**config.mk**
```make
export PLATFORM = sky130hd
export DESIGN_NAME = slip_rx_deframer
export DESIGN_NICKNAME = d
export VERILOG_FILES = /design/src/rtl/slip_rx_deframer_pkg.sv /design/src/rtl/slip_rx_deframer_ram.sv /design/src/rtl/slip_rx_deframer.sv
export SDC_FILE = /design/constraint.sdc
export NUM_CORES = 1
export LEC_CHECK = 0
export CAP_MARGIN = 20
export CORE_MARGIN = 3
export CORE_UTILIZATION = 55
export CTS_BUF_LIST = sky130_fd_sc_hd__clkbuf_4 sky130_fd_sc_hd__clkbuf_8
export DETAILED_ROUTE_END_ITERATION = 8
export GPL_ROUTABILITY_DRIVEN = 1
export PLACE_DENSITY = 0.81
export SYNTH_ARGS = -nofsm -noshare
export SYNTH_HDL_FRONTEND = slang
export SYNTH_SLANG_ARGS = --single-unit
```
**constraint.sdc**
```tcl
create_clock -name clk -period 3.45 [get_ports clk]
set_clock_uncertainty 0.2 [all_clocks]
set_input_delay 1.035 -clock clk [delete_from_list [all_inputs] [get_ports clk]]
set_output_delay 1.035 -clock clk [all_outputs]
set_load 0.02 [all_outputs]
```
**src/rtl/slip_rx_deframer_pkg.sv**
```systemverilog
// slip_rx_deframer_pkg: SLIP byte codes, deframer state encoding and CRC-16/CCITT-FALSE constants.
// The per-byte CRC update function is compiled only when SLIP_CRC16_EN is defined.
package slip_rx_deframer_pkg;

    localparam logic [7:0] SLIP_END     = 8'hC0;
    localparam logic [7:0] SLIP_ESC     = 8'hDB;
    localparam logic [7:0] SLIP_ESC_END = 8'hDC;
    localparam logic [7:0] SLIP_ESC_ESC = 8'hDD;

    localparam logic [15:0] CRC16_POLY = 16'h1021;
    localparam logic [15:0] CRC16_INIT = 16'hFFFF;

    typedef enum logic [1:0] {
        S_RX      = 2'd0,
        S_ESC     = 2'd1,
        S_DISCARD = 2'd2,
        S_DRAIN   = 2'd3
    } state_t;

`ifdef SLIP_CRC16_EN
    // MSB-first, non-reflected; appending the CRC big-endian leaves a zero residue.
    function automatic logic [15:0] crc16_upd(input logic [15:0] crc, input logic [7:0] data);
        logic [15:0] c;
        c = crc ^ {data, 8'h00};
        for (int i = 0; i < 8; i++) begin
            c = c[15] ? ((c << 1) ^ CRC16_POLY) : (c << 1);
        end
        return c;
    endfunction
`endif

endpackage

```
**src/rtl/slip_rx_deframer_ram.sv**
```systemverilog
// slip_rx_deframer_ram: DEPTH x 8 simple dual-port frame buffer, one write port, one registered read port.
// The read register only updates on rd_en, so the presented byte holds while the consumer stalls.
module slip_rx_deframer_ram #(
    parameter int DEPTH = 128,
    parameter int AW    = 7
) (
    input  logic          clk,
    input  logic          reset,
    input  logic          wr_en,
    input  logic [AW-1:0] wr_addr,
    input  logic [7:0]    wr_data,
    input  logic          rd_en,
    input  logic [AW-1:0] rd_addr,
    output logic [7:0]    rd_data
);

    logic [7:0] mem [DEPTH];

    always_ff @(posedge clk) begin
        if (wr_en) begin
            mem[wr_addr] <= wr_data;
        end
    end

    always_ff @(posedge clk or posedge reset) begin
        if (reset) begin
            rd_data <= 8'h00;
        end else if (rd_en) begin
            rd_data <= mem[rd_addr];
        end
    end

endmodule

```
**src/rtl/slip_rx_deframer.sv**
```systemverilog
// slip_rx_deframer: SLIP decoder holding one decoded frame, then draining it over valid/ready.
// Build option: define SLIP_CRC16_EN to require and strip a trailing CRC-16/CCITT-FALSE per frame.
//
// state     | meaning
// S_RX      | collecting decoded bytes into the buffer
// S_ESC     | ESC seen, next byte selects the escaped value
// S_DISCARD | frame broken, dropping bytes until END
// S_DRAIN   | frame committed, streaming to the modulator, input dropped
module slip_rx_deframer #(
    parameter int MAX_LEN = 128,
    parameter int ADDR_W  = 7
) (
    input  logic            clk,
    input  logic            reset,
    input  logic [7:0]      i_byte,
    input  logic            i_byte_valid,
    output logic [7:0]      o_tx_data,
    output logic            o_tx_valid,
    output logic            o_tx_last,
    input  logic            i_tx_ready,
    output logic [ADDR_W:0] o_frame_len,
    output logic            o_busy,
    output logic            o_err,
    output logic [7:0]      o_frame_cnt
);
    import slip_rx_deframer_pkg::*;

    localparam logic [ADDR_W:0] FULL_IDX = (ADDR_W+1)'(MAX_LEN);

    state_t          state;
    logic [ADDR_W:0] idx;
    logic [ADDR_W:0] rd_ptr;
    logic [ADDR_W:0] commit_len;
    logic            sync;
    logic            sync_next;
    logic            is_end;
    logic            is_esc;
    logic            wr_en;
    logic [7:0]      wr_data;
    logic            rd_en;
    logic            drain_done;
    logic            end_ok;
    logic            end_bad;
`ifdef SLIP_CRC16_EN
    logic [15:0]     crc;
`endif

    assign is_end    = (i_byte == SLIP_END);
    assign is_esc    = (i_byte == SLIP_ESC);
    assign sync_next = i_byte_valid ? is_end : sync;

    always_comb begin
        wr_en   = 1'b0;
        wr_data = i_byte;
        if (i_byte_valid && (idx != FULL_IDX)) begin
            case (state)
                S_RX: wr_en = !is_end && !is_esc;
                S_ESC: begin
                    if (i_byte == SLIP_ESC_END) begin
                        wr_en   = 1'b1;
                        wr_data = SLIP_END;
                    end else if (i_byte == SLIP_ESC_ESC) begin
                        wr_en   = 1'b1;
                        wr_data = SLIP_ESC;
                    end
                end
                default: wr_en = 1'b0;
            endcase
        end
    end

`ifdef SLIP_CRC16_EN
    assign end_bad    = (idx != '0) && ((idx < (ADDR_W+1)'(3)) || (crc != 16'h0000));
    assign end_ok     = (idx != '0) && !end_bad;
    assign commit_len = idx - (ADDR_W+1)'(2);
`else
    assign end_bad    = 1'b0;
    assign end_ok     = (idx != '0);
    assign commit_len = idx;
`endif

    // Prefetch whenever the output slot is empty or being consumed this cycle.
    assign rd_en      = (state == S_DRAIN) && (!o_tx_valid || i_tx_ready) && (rd_ptr != o_frame_len);
    assign drain_done = (state == S_DRAIN) && o_tx_valid && i_tx_ready && o_tx_last;

    always_ff @(posedge clk or posedge reset) begin
        if (reset) begin
            state       <= S_RX;
            idx         <= '0;
            rd_ptr      <= '0;
            sync        <= 1'b1;
            o_tx_valid  <= 1'b0;
            o_tx_last   <= 1'b0;
            o_frame_len <= '0;
            o_busy      <= 1'b0;
            o_err       <= 1'b0;
            o_frame_cnt <= 8'h00;
`ifdef SLIP_CRC16_EN
            crc         <= CRC16_INIT;
`endif
        end else begin
            o_err <= 1'b0;
            if (wr_en) begin
                idx <= idx + 1'b1;
            end
`ifdef SLIP_CRC16_EN
            if (wr_en) begin
                crc <= crc16_upd((idx == '0) ? CRC16_INIT : crc, wr_data);
            end
`endif
            case (state)
                S_RX: begin
                    if (i_byte_valid) begin
                        if (is_end) begin
                            if (end_ok) begin
                                o_frame_len <= commit_len;
                                o_frame_cnt <= o_frame_cnt + 1'b1;
                                rd_ptr      <= '0;
                                sync        <= 1'b1;
                                o_busy      <= 1'b1;
                                state       <= S_DRAIN;
                            end else if (end_bad) begin
                                o_err <= 1'b1;
                                idx   <= '0;
                            end
                        end else if (is_esc) begin
                            state <= S_ESC;
                        end else if (idx == FULL_IDX) begin
                            o_err <= 1'b1;
                            idx   <= '0;
                            state <= S_DISCARD;
                        end
                    end
                end
                S_ESC: begin
                    if (i_byte_valid) begin
                        if (wr_en) begin
                            state <= S_RX;
                        end else begin
                            o_err <= 1'b1;
                            idx   <= '0;
                            state <= is_end ? S_RX : S_DISCARD;
                        end
                    end
                end
                S_DISCARD: begin
                    if (i_byte_valid && is_end) begin
                        idx   <= '0;
                        state <= S_RX;
                    end
                end
                S_DRAIN: begin
                    sync <= sync_next;
                    if (rd_en) begin
                        rd_ptr     <= rd_ptr + 1'b1;
                        o_tx_valid <= 1'b1;
                        o_tx_last  <= ((rd_ptr + 1'b1) == o_frame_len);
                    end else if (drain_done) begin
                        o_tx_valid <= 1'b0;
                        o_tx_last  <= 1'b0;
                        o_busy     <= 1'b0;
                        idx        <= '0;
                        state      <= sync_next ? S_RX : S_DISCARD;
                    end
                end
                default: state <= S_RX;
            endcase
        end
    end

    slip_rx_deframer_ram #(
        .DEPTH (MAX_LEN),
        .AW    (ADDR_W)
    ) u_ram (
        .clk     (clk),
        .reset   (reset),
        .wr_en   (wr_en),
        .wr_addr (idx[ADDR_W-1:0]),
        .wr_data (wr_data),
        .rd_en   (rd_en),
        .rd_addr (rd_ptr[ADDR_W-1:0]),
        .rd_data (o_tx_data)
    );

endmodule

```
# Yosys cells after proc, flatten, opt, wreduce, memory -nomap -nowiden
# Memories as Yosys holds them, arrays and structs flattened. A register that Yosys moved wholly into a read port is not among the register bits.
# Index checks and enable logic that the tools add are counted.
# W data, S select, Z words.
dict set report word_totals {
  reg_bits 39
  mem_bits_rw 1024
  inputBits 12
  word_cells 113
  n_memories 1
}
dict set report op_classes {
  add_sub_neg 3
  n_eq_ne 21
  n_mux 56
  n_reduce_logical 22
}
# memory depth word_bits rd rd_ports_with_merged_regs write_ports line
set memory_table {}
lappend memory_table {u_ram.mem 128 8 1 1 1 slip_rx_deframer_ram.sv:17} ;# logic [7:0] mem [DEPTH];
# operator count
set ops {}
lappend ops {{$mux W8} 18}
lappend ops {{$eq A8 B8 Y1 const B} 5}
lappend ops {{$pmux W8 S4} 1}
lappend ops {{$add A8 B1 Y8 const B} 3}
lappend ops {{$mux W2} 12}
lappend ops {{$mux W1} 19}
lappend ops {{$ne A2 B2 Y1 const B} 8}
lappend ops {{$pmux W8 S2} 1}
lappend ops {{$eq A8 B8 Y1} 1}
lappend ops {{$logic_and A1 B1 Y1} 8}
lappend ops {{$ne A8 B8 Y1} 1}
lappend ops {{$ne A8 B8 Y1 const B} 1}
lappend ops {{$pmux W1 S2} 4}
lappend ops {{$pmux W2 S4} 1}
lappend ops {{$reduce_and A4 Y1} 2}
lappend ops {{$reduce_bool A8 Y1} 1}
lappend ops {{$reduce_and A7 Y1} 1}
lappend ops {{$reduce_and A6 Y1} 1}
lappend ops {{$reduce_and A5 Y1} 1}
lappend ops {{$eq A2 B2 Y1 const B} 2}
lappend ops {{$ne A4 B4 Y1 const B} 1}
lappend ops {{$reduce_bool A2 Y1} 2}
lappend ops {{$logic_not A1 Y1} 3}
lappend ops {{$ne A3 B3 Y1 const B} 1}
lappend ops {{other kinds (4)} 4}

# Logic depth before layout (Yosys ltp)
dict set report depth {
  depth_word 11
  depth_mapped 11
  mapped_depth_nobuf 11
}

# Hierarchy
# Synthesis repeated with hierarchy kept, for this count alone.
dict set report hier_totals {
  cells_unflattened 2277
  hier_area_um2 43053.8
}
# mod instances cells_per_inst area_per_inst_um2 seq_area_each_um2
set modules_own_cells {}
lappend modules_own_cells {slip_rx_deframer_ram 1 2001 40503.8 30949.7}
lappend modules_own_cells {slip_rx_deframer 1 276 2549.9 977.2}

# Least setup slack after synthesis
# OpenSTA, ideal clock, no wires.
dict set report synth_path {
  kind {input to register}
  start {in i_byte[5]}
  end {mem u_ram.mem[0][1] (data pin)}
  t_arrival_ps 3343
  slack_ps -611
  path_stages 4
  path_buffers 0
  path_cell_list {nand3b_1 > or2_1 > nor2_1 > a41o_1}
}
dict set report synth_between {
  elab_chain_len 5
}
# item line
set synth_lines {}
lappend synth_lines {{start: declaration} slip_rx_deframer.sv:15} ;# input logic [7:0] i_byte,
lappend synth_lines {{$eq A8 B8 Y1} slip_rx_deframer.sv:62} ;# end else if (i_byte == SLIP_ESC_ESC) begin
lappend synth_lines {{$mux W8} slip_rx_deframer.sv:62}
lappend synth_lines {{$mux W8 *} slip_rx_deframer.sv:59} ;# if (i_byte == SLIP_ESC_END) begin
lappend synth_lines {{$mux W8 *} slip_rx_deframer.sv:56} ;# case (state)
lappend synth_lines {{$mux W8 *} slip_rx_deframer.sv:55} ;# if (i_byte_valid && (idx != FULL_IDX)) begin
lappend synth_lines {{net u_ram.wr_data[1]} slip_rx_deframer_ram.sv:11} ;# input logic [7:0] wr_data,
lappend synth_lines {{end: declaration} slip_rx_deframer_ram.sv:17}
# Mark *: on every way through the listed nets, which the timed path passes. The rest lies on a longest branch.

# Worst setup path in the final report
dict set report layout_path {
  start {reg rd_ptr[0]}
  end {reg u_ram.rd_data[2] (read register of u_ram.mem)}
}
dict set report layout_between {
  elab_chain_len 2
}
# item line
set layout_lines {}
lappend layout_lines {{start: declaration} slip_rx_deframer.sv:32} ;# logic [ADDR_W:0] rd_ptr;
lappend layout_lines {{start signal: assignment} slip_rx_deframer.sv:155} ;# rd_ptr <= rd_ptr + 1'b1;
lappend layout_lines {{$ne A8 B8 Y1} slip_rx_deframer.sv:83} ;# assign rd_en = (state == S_DRAIN) && (!o_tx_valid || i_tx_ready) && (rd_ptr != o_frame_len);
lappend layout_lines {{$logic_and A1 B1 Y1} slip_rx_deframer.sv:83}
lappend layout_lines {{end: declaration} slip_rx_deframer_ram.sv:14} ;# output logic [7:0] rd_data
# Several ways; a longest one is shown, not always the timed one.
# A chain may end at the register's enable or synchronous reset.

==> metrics.md <==
| Metric | Value |
|---|---|
| Layout Utilization | `64.4%` |
| Yosys warns | `0` |
| TritonCTS clock tree | `yes` |
| Die W | `285 um` |
| Row cnt | `101` |
| Netlist cell types | `between 60 and 70` |
| Core Region | `76,500 sq um` |
| Worst slew margin | `35.6%` |
| Clock root buffer | `clkbuf_8` |
| Dominant synthesized flop cell | `edfxtp_1` |
| Static Leak | `~16 nW` |
| Clock slew at reported path FFs | `0.06 ns` |
| Setup TNS Final | `0 ns` |
| PwrDens | `578 nW/um^2` |
| DR vias | `24,572` |
| Initial antenna violation count | `3` |
| Num ports | `40` |
| First-pass GRT wire length | `163,000 um` |
| Port bufs | `39` |
| Max Cap Viol | `0` |
| Data required, critical path | `3.93 ns` |
| Register area share after synthesis | `74.7%` |
| CP Max Fanout | `22` |
| Crit path DAT | `3.77 ns` |
| DR WL/cell | `29.1 um` |
| Final #Nets | `2,632` |
| DR vias/cell | `between 6 and 7` |
| Clock sink count | `between 1,000 and 1,500` |
| DP Wirelength | `69,500 um` |
| Type of the tightest min-delay check | `reg2reg` |
| Worst Setup Path Type | `reg2reg` |
| CP endpoint kind | `register` |
| Final Hold Violating Endpoints | `0` |
| Fillers | `4,892` |
| RSZ-0062 raised after global routing | `no` |
| Initial DRT Pass Iterations | `6` |
| Worst setup SP type | `register` |
| Syn_nets | `about 2,400` |
| Outcome | `complete, no violations` |
| Fmax | `0.304 GHz` |
| Post-synth EDFFs | `1,024` |
| Fin. max-slew vios | `0` |
| TritonCTS Buffers | `163` |
| Cell Area, Synth | `42,700 sq um` |
| GP Congestion | `around 0.9` |
| Peak VDD IR | `a little under 400 uV` |
| Worst skew pair latency | `0.81 ns` |
| Initial Util | `55.9%` |
| Hold_buf cts | `0` |
| Share of cells above drive strength 1 | `25.3%` |
| DIE HEIGHT | `around 280 um` |
| Initial DRC count | `between 3,000 and 4,000` |
| Syn Inst Count | `2,333` |
| Min Tclk post-route | `3.29 ns` |
| Final setup violating endpoints | `0` |
| Worst slew pin tran | `around 0.97 ns` |
| Detail Route Antenna Nets | `0` |
| Clock Tree Buf Depth | `3` |
| Total routed wirelength | `between 100,000 and 150,000 um` |
| Final period util | `95.3%` |
| H-tree levels | `4` |
| Die area | `81,100 sq um` |
| Area Growth Syn to Fin | `15.3%` |
| Avg Inst Size Synth | `18.3 sq um` |
| # DRC | `0` |
| Total gr overflow | `0` |
| Flops & latches, synth | `approximately 1,100` |
| Vias in the first global route | `24,658` |
| Ys async rst share | `4.39%` |
| Gr usage total | `27.3%` |
| Largest net degree at the start of global routing | `95` |
## synthesized netlist by cell type (14+ instances only)
library cell     n  area share [%]
nor2b_1         27            0.40
mux4_2         168             8.9
o22ai_1         19            0.28
nor3_1          18            0.21
buf_4           18            0.32
nor2_1         173             1.5
o21ai_0         45            0.53
a21oi_1         41            0.48
o32ai_1         14            0.29
nand2_1        115             1.0
buf_2           49            0.57
nand3_1         25            0.29
edfxtp_1      1024              72
mux2i_1        201             4.7
clkbuf_1        58            0.51
nor4_1          23            0.34
a22oi_1         72             1.3
xor2_1          19            0.39
dfrtp_1         46             2.7
## metal layers
layer  routed length (um)  vias to the layer above  GRT usage [%]
li1                     -                     9995              -
met1                39600                    12252           36.6
met2                50900                     1966           41.6
met3                14000                      359           8.15
met4                 5390                        0           12.9
met5                    0                        -              0
## per-stage QoR
| step | power (mW) | setup WS [ns] | cells | hold slack [ns] | cell area [sq um] |
|---|---|---|---|---|---|
| floorplan | 16.5 | -0.108 | 2333 | 0.303 | 42700 |
| global placement | 17.6 | -0.437 | 3479 | 0.257 | 45800 |
| detailed placement | 17.7 | -0.510 | 3479 | 0.281 | 45800 |
| CTS | 28.5 | 0.00976 | 3775 | 0.290 | 49200 |
| global route | 29.3 | 0.0326 | 3777 | 0.312 | 49300 |
| finish | 28.5 | 0.160 | 3778 | 0.291 | 49300 |
## worst max-delay path, stage by stage, from the launching register on
cell and delay, ns:
dfrtp_4 0.57, buf_12 0.24, buf_12 0.24, and2_1 0.37
buf_4 0.28, buf_4 0.19, a22oi_1 0.10, nand2_1 0.08
o22ai_1 0.18, nor4_4 0.44, buf_4 0.19, nor4_1 0.05
## logic make-up (layout without fill, tap and decap cells)
family,Yosys count,after routing,synth area share (%)
AO/OA/AOI/OAI,259,259,4.29
XOR/XNOR,28,28,0.574
adder cells (fa/ha/maj),5,5,0.146
buffers and inverters,153,566,1.73
flip-flops,1071,1071,74.7
multiplexers,379,379,13.8
other,0,2,0
AND/OR/NAND/NOR,438,438,4.71
## state kept, by name, indices dropped and copies added (netlist names)
| name | count |
|---|---|
| commit_len | 8 |
| o_busy | 1 |
| o_err | 1 |
| o_frame_cnt | 8 |
| o_frame_len | 8 |
| o_tx_last | 1 |
| o_tx_valid | 1 |
| rd_ptr | 8 |
| state | 2 |
| sync | 1 |
| u_ram.mem | 1024 |
| u_ram.rd_data | 8 |
## report_power, final
part           internal [mW]  leakage (nW)  switching [mW]
Sequential              14.4          9.79           0.161
Clock                   6.10          1.82            4.91
Combinational           1.07          4.82            1.80
## path summary, 6_finish.rpt
kind	from	endpoint	slack (ns)	depth (start not counted)
min	o_frame_cnt[7]	o_frame_cnt[7]	0.29	1
max	rd_ptr[0]	u_ram.rd_data[2]	0.16	11
max in group asynchronous	reset	sync	1.89	3
min in group asynchronous	reset	commit_len[2]	0.46	2
min reg2reg	o_frame_cnt[7]	o_frame_cnt[7]	0.29	1
max reg2reg	rd_ptr[0]	u_ram.rd_data[2]	0.16	11
## cell type report
cell class | count | area [sq um] | area share (%)
well taps | 1030 | 1290 | 2.62
repair buffers | 254 | 2400 | 4.88
inverters | 16 | 60.1 | 0.122
multi-input cells | 1109 | 10100 | 20.5
clock buffers | 230 | 2830 | 5.75
flip-flops and latches | 1071 | 31900 | 64.8
clock inverters | 66 | 626 | 1.27
diodes | 2 | 5.00 | 0.0102
## cell usage in the layout (no fill, tap or decap), types with 10 or more instances in the layout
cell,synthesis,final
edfxtp_1,1024,1024
mux2i_1,201,201
buf_4,18,187
clkbuf_8,0,177
nor2_1,173,173
mux4_2,168,168
nand2_1,115,115
a22oi_1,72,72
clkbuf_4,0,53
o21ai_0,45,45
dfrtp_1,46,43
a21oi_1,41,41
clkdlybuf4s50_1,0,35
buf_12,0,31
nor2b_1,27,26
nand3_1,25,25
clkinv_1,1,24
nor4_1,23,22
xor2_1,19,19
o22ai_1,19,19
nor3_1,18,18
clkinv_2,0,18
o32ai_1,14,14
o221ai_1,13,13
inv_1,13,12
nand4_1,12,12
a211oi_1,12,12
mux2_2,10,10
bufinv_16,0,10
## timing repair
action / CTS / global route
endpoints found under the hold margin: 0 / 0
endpoints found under the setup margin: 0 / 1
buffers inserted: 0 / 0
gates resized for setup: 0 / 2
No activity file was read; power rests on OpenSTA's default activity.
